File: config.mk
export PLATFORM = sky130hd
export DESIGN_NAME = clk_tap_sync
export DESIGN_NICKNAME = d
export VERILOG_FILES = /design/src/rtl/clk_tap_sync.sv
export SDC_FILE = /design/constraint.sdc
export NUM_CORES = 1
export LEC_CHECK = 0
export CAP_MARGIN = 25
export CORE_UTILIZATION = 45
export DETAILED_ROUTE_END_ITERATION = 10
export GPL_TIMING_DRIVEN = 0
export PLACE_DENSITY = 0.7
export SLEW_MARGIN = 30
export SYNTH_ARGS = -nofsm -noshare
export SYNTH_HDL_FRONTEND = slang
export SYNTH_SLANG_ARGS = --single-unit
export TNS_END_PERCENT = 30
File: constraint.sdc
create_clock -name clk -period 4 [get_ports clk]
set_input_delay 0.8 -clock clk [delete_from_list [all_inputs] [get_ports clk]]
set_output_delay 0.8 -clock clk [all_outputs]
set_load 0.05 [all_outputs]
File: src/rtl/clk_tap_sync.sv
`default_nettype none
// ============================================================================
// Module   : clk_tap_sync
// Brief    : Re-synchronises divided-clock taps into clk-domain rise/fall
//            strobes and flags per-tap lock on the expected period.
//            Optional fall strobes: define CLK_TAP_SYNC_FALL_EN.
// Revision : 1.0 - initial release
// ============================================================================
module clk_tap_sync #(
    parameter int                  N_TAPS      = 4,
    parameter logic [5*N_TAPS-1:0] DIV_LOG2    = {5'd18, 5'd9, 5'd8, 5'd5},
    parameter int                  SYNC_STAGES = 2,
    parameter int                  CNT_W       = 20,
    parameter int                  TOL         = 1,
    parameter int                  LOCK_COUNT  = 2,
    localparam int                 c_SEL_W     = (N_TAPS > 1) ? $clog2(N_TAPS) : 1
) (
    input  logic               clk,
    input  logic               arstn,
    input  logic [N_TAPS-1:0]  tap_in,
    output logic [N_TAPS-1:0]  rise_stb,
    output logic [N_TAPS-1:0]  fall_stb,
    output logic [N_TAPS-1:0]  locked,
    output logic               all_locked,
    input  logic [c_SEL_W-1:0] meas_sel,
    output logic [CNT_W-1:0]   meas_period
);

    localparam logic [1:0] c_IDLE    = 2'd0;
    localparam logic [1:0] c_MEASURE = 2'd1;
    localparam logic [1:0] c_LOCKED  = 2'd2;

    logic [CNT_W-1:0] w_last [N_TAPS];

    for (genvar i = 0; i < N_TAPS; i++) begin : g_tap
        localparam logic [CNT_W:0] c_EXP   = {{CNT_W{1'b0}}, 1'b1} << DIV_LOG2[5*i +: 5];
        localparam logic [CNT_W:0] c_TOL   = (CNT_W+1)'(TOL);
        localparam logic [CNT_W:0] c_LIMIT = c_EXP + c_TOL;

        logic [SYNC_STAGES-1:0] r_sync;
        logic                   r_d;
        logic                   r_rise;
        logic [CNT_W-1:0]       r_cnt;
        logic [CNT_W-1:0]       r_last;
        logic [3:0]             r_match_cnt;
        logic [1:0]             r_state;
        logic                   r_locked;
        logic                   w_s;
        logic [CNT_W:0]         w_cnt_ext;
        logic [CNT_W:0]         w_diff;
        logic                   w_match;
        logic                   w_timeout;
`ifdef CLK_TAP_SYNC_FALL_EN
        logic                   r_fall;
`endif

        assign w_s       = r_sync[SYNC_STAGES-1];
        assign w_cnt_ext = {1'b0, r_cnt};
        assign w_diff    = (w_cnt_ext >= c_EXP) ? (w_cnt_ext - c_EXP) : (c_EXP - w_cnt_ext);
        assign w_match   = (w_diff <= c_TOL);
        assign w_timeout = (w_cnt_ext > c_LIMIT);

        always_ff @(posedge clk or negedge arstn) begin
            if (!arstn) begin
                r_sync      <= '0;
                r_d         <= 1'b0;
                r_rise      <= 1'b0;
                r_cnt       <= '0;
                r_last      <= '0;
                r_match_cnt <= 4'd0;
                r_state     <= c_IDLE;
                r_locked    <= 1'b0;
`ifdef CLK_TAP_SYNC_FALL_EN
                r_fall      <= 1'b0;
`endif
            end else begin
                r_sync <= {r_sync[SYNC_STAGES-2:0], tap_in[i]};
                r_d    <= w_s;
                r_rise <= w_s & ~r_d;
`ifdef CLK_TAP_SYNC_FALL_EN
                r_fall <= ~w_s & r_d;
`endif
                // The counter value on the strobe cycle is the measured period
                if (r_rise) begin
                    r_cnt <= {{(CNT_W-1){1'b0}}, 1'b1};
                end else if (r_cnt != {CNT_W{1'b1}}) begin
                    r_cnt <= r_cnt + 1'b1;
                end

                case (r_state)
                    c_IDLE: begin
                        if (r_rise) begin
                            r_state     <= c_MEASURE;
                            r_match_cnt <= 4'd0;
                        end
                    end
                    c_MEASURE: begin
                        if (r_rise) begin
                            r_last <= r_cnt;
                            if (w_match) begin
                                r_match_cnt <= r_match_cnt + 4'd1;
                                if (r_match_cnt == 4'(LOCK_COUNT - 1)) begin
                                    r_state  <= c_LOCKED;
                                    r_locked <= 1'b1;
                                end
                            end else begin
                                r_match_cnt <= 4'd0;
                            end
                        end
                    end
                    c_LOCKED: begin
                        if (r_rise) begin
                            r_last <= r_cnt;
                            if (!w_match) begin
                                r_state     <= c_MEASURE;
                                r_match_cnt <= 4'd0;
                                r_locked    <= 1'b0;
                            end
                        end else if (w_timeout) begin
                            r_state     <= c_MEASURE;
                            r_match_cnt <= 4'd0;
                            r_locked    <= 1'b0;
                        end
                    end
                    default: begin
                        r_state     <= c_IDLE;
                        r_match_cnt <= 4'd0;
                        r_locked    <= 1'b0;
                    end
                endcase
            end
        end

        assign rise_stb[i] = r_rise;
        assign locked[i]   = r_locked;
        assign w_last[i]   = r_last;
`ifdef CLK_TAP_SYNC_FALL_EN
        assign fall_stb[i] = r_fall;
`else
        assign fall_stb[i] = 1'b0;
`endif
    end : g_tap

    assign all_locked = &locked;

    always_comb begin
        meas_period = w_last[0];
        if (32'(meas_sel) < N_TAPS) begin
            meas_period = w_last[meas_sel];
        end
    end

endmodule : clk_tap_sync
`default_nettype wire

Word-level counts from Yosys, hierarchy flattened
Index checks and enable logic that the tools add are counted.
- flip-flop bits (word level): 204
- latch bits: 0
- RAM bits: 0
- ROM bits: 0
- input bits: 8
- output and inout port bits: 33
- memories: 0
- add/subtract/negate cells: 16
- multipliers: 0
- div/mod/pow operators: 0
- $lt $le $gt $ge: 13
- equal/unequal tests: 40
- shifts and indexed selects: 0
- mux-type cells: 103
- bitwise gates (word level): 13
- reduce and logical (&&, ||, !) cells: 29
- operators with widths (cell ; number):
    two-way mux 20 bit ; 10
    two-way mux 4 bit ; 24
    <= comparator 21 x 1 -> 1 bit, second input constant ; 4
    two-way mux 21 bit ; 4
    adder 20 x 1 -> 20 bit, second input constant ; 4
    != test 20 bit, second input constant ; 4
    two-way mux 2 bit ; 28
    case mux 4 bit (3 select lines) ; 4
    AND reduction 6 bit ; 8
    binary-select mux 20 bit (select 2 bit) ; 1
    != test 2 bit, second input constant ; 16
    two-way mux 1 bit ; 24
    != test 3 bit, second input constant ; 8
    case mux 2 bit (3 select lines) ; 4
    subtractor 10 x 20 -> 21 bit, first input constant ; 1
    subtractor 19 x 20 -> 21 bit, first input constant ; 1
    subtractor 20 x 10 -> 21 bit, second input constant ; 1
    subtractor 20 x 19 -> 21 bit, second input constant ; 1
    subtractor 20 x 6 -> 21 bit, second input constant ; 1
    subtractor 20 x 9 -> 21 bit, second input constant ; 1
    subtractor 6 x 20 -> 21 bit, first input constant ; 1
    subtractor 9 x 20 -> 21 bit, first input constant ; 1
    >= comparator 20 x 10 -> 1 bit, second input constant ; 1
    >= comparator 20 x 19 -> 1 bit, second input constant ; 1
    other kinds (20) ; 61

Longest topological paths before layout
- depth after elaboration: 6
- mapped depth: 12
- gate-level depth less buffers: 10

Worst setup path before layout
OpenSTA, ideal clock, no wires.
- path type: flip-flop to flip-flop
- from: register g_tap[3].r_cnt[1]
- to: register g_tap[3].r_match_cnt[3]
- library setup time: 0.127 ns
- arrival: 3.061 ns
- required time: 3.873 ns
- slack: 0.812 ns
- stages on the path, launching flop included: 12
- period minus slack after synthesis: 3.188 ns
- cells stage by stage: dfrtp_1 -> clkbuf_1 -> inv_1 -> ha_1 -> or4b_2 -> or4_1 -> a211o_1 -> a211oi_1 -> nand4_1 -> and3_1 -> nand3_1 -> o22ai_1
- cells in the longest elaborated chain, start to end: 6
- elaborated cells between the ends (all ways): 12
- classes of those cells: add/sub: 2; order compare: 3; eq/ne: 2; mux: 4; reduce/logical: 1
- ends and longest elaborated chain (what ; RTL line ; source):
    from (decl) ; 43 ; logic [CNT_W-1:0] r_cnt;
    from (signal assigned) ; 85 ; r_cnt <= {{(CNT_W-1){1'b0}}, 1'b1};
    from (signal assigned) ; 87 ; r_cnt <= r_cnt + 1'b1;
    subtractor 19 x 20 -> 21 bit (tied with other cells) ; 59 ; assign w_diff = (w_cnt_ext >= c_EXP) ? (w_cnt_ext - c_EXP) : (c_EXP - w_cnt_ext);
    two-way mux 21 bit ; 59 ;
    <= comparator 21 x 1 -> 1 bit ; 60 ; assign w_match = (w_diff <= c_TOL);
    two-way mux 4 bit ; 100 ; if (w_match) begin
    two-way mux 4 bit ; 98 ; if (r_rise) begin
    case mux 4 bit (3 select lines) ; 90 ; case (r_state)
    to (signal assigned) ; 101 ; r_match_cnt <= r_match_cnt + 4'd1;
    to (decl) ; 45 ; logic [3:0] r_match_cnt;
Parallel ways exist; a longest one is shown, timed or not. The select of a mux whose other input is x is not followed.
A chain may end at the register's enable or synchronous reset.

Final worst setup path
- from: register g_tap[2].r_cnt[9]
- to: register g_tap[2].r_match_cnt[2]
- cells in the longest elaborated chain, start to end: 6
- elaborated cells between the ends (all ways): 12
- classes of those cells: add/sub: 2; order compare: 3; eq/ne: 2; mux: 4; reduce/logical: 1
- ends and longest elaborated chain (what ; RTL line):
    from (decl) ; 43
    from (signal assigned) ; 85
    from (signal assigned) ; 87
    subtractor 10 x 20 -> 21 bit (tied with other cells) ; 59
    two-way mux 21 bit ; 59
    <= comparator 21 x 1 -> 1 bit ; 60
    two-way mux 4 bit ; 100
    two-way mux 4 bit ; 98
    case mux 4 bit (3 select lines) ; 90
    to (signal assigned) ; 101
    to (decl) ; 45
Parallel ways exist; a longest one is shown, timed or not. The select of a mux whose other input is x is not followed.

==> results.sh <==
export IMPL_run_status="completed"
export IMPL_num_vias=10200
export IMPL_final_util_pct=52.2
export IMPL_initial_core_util_pct=45.7
export IMPL_tightest_slew_ns=0.900
export IMPL_fmaxAchievable_ghz=0.266
export IMPL_layout_drive_gt1_share_pct=11.6
export IMPL_via_per_inst=5.90
export IMPL_cts_buffers=24
export IMPL_grt_first_pass_wirelength_um=51700
export IMPL_place_congestion=0.907
export IMPL_cell_internal_pwr_uw=4200
export IMPL_synth_top_area_cell="dfrtp_1"
export IMPL_setup_tns_ns=0
export IMPL_cts_max_level=1
export IMPL_synth_common_cells="dfrtp_1, nor2_1, nand2_1, clkbuf_1, o21ai_0"
export IMPL_wl_um=31400
export IMPL_first_iter_violations=680
export IMPL_dp_cells=1684
export IMPL_drtAntennaViolNets=0
export IMPL_coreArea_um2=26800
export IMPL_period_needed_ns=3.76
export IMPL_maxCapViolCount=0
export IMPL_clkPwrFrac_pct=36.2
export IMPL_finClkSkew_ns=0.0180
export IMPL_synth_cells=1303
export IMPL_n_fill_cell=2407
export IMPL_rsz0062_at_grt="no"
export IMPL_wire_per_inst_um=18.2
export IMPL_crit_path_end_kind="flop"
export IMPL_fin_cells=1729
export IMPL_dp_hpwl_um=23100
export IMPL_antenna_found_initial=0
export IMPL_yosysUniqueCellTypes=82
export IMPL_yosys_cell_count_top_type="dfrtp_1"
export IMPL_critPathMaxFanout=10
export IMPL_critical_path_class="flop to flop"
export IMPL_grt_overflow_total=0
export IMPL_fin_crit_sh_pct=94.0
export IMPL_p_comb_share_pct=25.6
export IMPL_swShare_pct=32.8
export IMPL_cts_sinks=204
export IMPL_ys_ff_latch=204
export IMPL_die_height_um=167
export IMPL_slew_headroom_pct=39.5
export IMPL_clkLatencyLatePin_ns=0.53
export IMPL_start_kind="flop"
export IMPL_drc_errors=0
export IMPL_ys_dominant_reg_cell="dfrtp_1"
export IMPL_die_x_um=167
export IMPL_post_cts_buffers=0
export IMPL_nets=1423
export IMPL_hold_class="input pin to asynchronous set/reset pin"
export IMPL_r2r_setup_slack_ns=0.24
export IMPL_synth_top_area_share_pct=41.7
export IMPL_ys_seq_area_share_pct=41.7
export IMPL_io_pins=41
export IMPL_switching_power_uw=2050
export IMPL_irDropWorstVdd_mv=0.340
export IMPL_power_density_nw_per_um2=447
export IMPL_ys_warn_count=0
export IMPL_area_growth_pct=14.1
export IMPL_power_leakage_uw=0.00609
export IMPL_firstDrtPassIters=7
export IMPL_synth_edff_count=0
export IMPL_required_ns=4.45
export IMPL_drv_slew=0
export IMPL_clk_pin_slew_ns=0.06
export IMPL_cp_data_arrival_time_ns=4.21
export IMPL_io_buffers=34
export IMPL_synth_area_um2=12300
export IMPL_setup_violations=0
export IMPL_cts_buffer_depth=3
export IMPL_postSynth_asyncResetShare_pct=100
export IMPL_cts_tree="yes"
export IMPL_die_area_um2=27900
export IMPL_finalHoldViolCount=0
export IMPL_grt_usage_pct=22.9
export IMPL_p_seq_share_pct=38.2
export IMPL_num_rows=60
export IMPL_first_global_vias=9734
export IMPL_syn_avg_cell_area_um2=9.40
export IMPL_grt_max_degree=63
export IMPL_clockRootBuffer="clkbuf_16"
export IMPL_synth_area_top_cells="dfrtp_1, mux2_2, ha_1, nor2_1, mux4_2"
-- logic make-up after synthesis --
kind of cell	share of synthesized area [%]
flops	41.7
buf+inv	5.27
other cells	0.0306
compound gates	11.0
simple gates	22.9
fa+ha+maj	4.70
mux	9.37
xor+xnor	5.08
-- per-layer routing --
metal,routed length [µm],track usage (%)
met1,14100,31.6
met2,14700,36.9
met3,1830,3.40
met4,867,7.49
met5,0,0
-- sequential cells by signal, summed over array words and instances (netlist names) --
signal / cells
g_tap.r_match_cnt: 16
g_tap.r_sync: 8
g_tap.r_cnt: 80
g_tap.r_rise: 4
g_tap.r_last: 80
g_tap.r_d: 4
g_tap.r_state: 8
g_tap.r_locked: 4
-- power groups by stage --
stage	Sequential, µW	Combinational [µW]	Clock [µW]
6_report	2380	1600	2260
5_1_grt	2400	1770	2390
4_1_cts	2380	1580	2310
3_5_place_dp	2420	1570	0
3_3_place_gp	2410	1540	0
2_1_floorplan	2360	1180	0
-- area by class of cell --
cell class	count	area (µm²)	area share, %
well taps	341	427	3.05
clock inverters	12	133	0.948
repair buffers	37	428	3.06
diodes	1	2.50	0.0179
inverters	48	180	1.29
plain buffers	106	465	3.33
clock buffers	32	702	5.02
flip-flops and latches	204	5100	36.5
multi-input cells	948	6540	46.8
-- layout by cell type, fill, tap and decap left out, drive strengths merged, types with 20 or more instances in the layout --
cell type	count
a21oi	29
o21ai	58
nor3	41
nor2	139
nand4	35
nor4	32
inv	48
or3	29
mux2	54
xor2	40
nand3	47
xnor2	31
dfrtp	204
ha	46
clkbuf	116
mux4	20
nand2	114
clkdlybuf4s50	33
buf	26
-- path summary, 6_finish.rpt --
check / startpoint / endpoint / depth (start not counted)
max: g_tap[2].r_cnt[9] / g_tap[2].r_match_cnt[2] / 11
min: arstn / g_tap[0].r_match_cnt[1] / 1
max reg2reg: g_tap[2].r_cnt[9] / g_tap[2].r_match_cnt[2] / 11
min reg2reg: g_tap[2].r_sync[0] / g_tap[2].r_sync[1] / 0
max in group asynchronous: arstn / g_tap[2].r_d / 4
min in group clk: g_tap[2].r_sync[0] / g_tap[2].r_sync[1] / 0
-- repair_timing --
item                                    4_1_cts  5_1_grt
gates resized for setup                       0        2
hold buffers                                  0        0
endpoints found under the hold margin         0        0
endpoints found under the setup margin        0       12
-- critical path, stage by stage (launching register included) --
cell	delay (ns)
dfrtp_1	0.45
clkbuf_1	0.27
inv_1	0.20
ha_1	0.20
nor3b_1	0.28
nand3_1	0.26
nor2_1	0.28
a31oi_1	0.13
or4_1	0.56
o32ai_1	0.73
o21bai_1	0.21
a21o_1	0.12
-- per-stage QoR --
step	power (µW)	worst slack [ns]	instance area [µm²]	hold WS [ns]
2_1_floorplan	3530	0.812	12300	0.331
3_3_place_gp	3950	-6.50	13000	0.334
3_5_place_dp	3990	0.192	13100	0.336
4_1_cts	6270	0.146	14000	0.160
5_1_grt	6570	0.0253	14000	0.178
6_report	6250	0.241	14000	0.156
No activity file was read; power rests on OpenSTA's default activity.
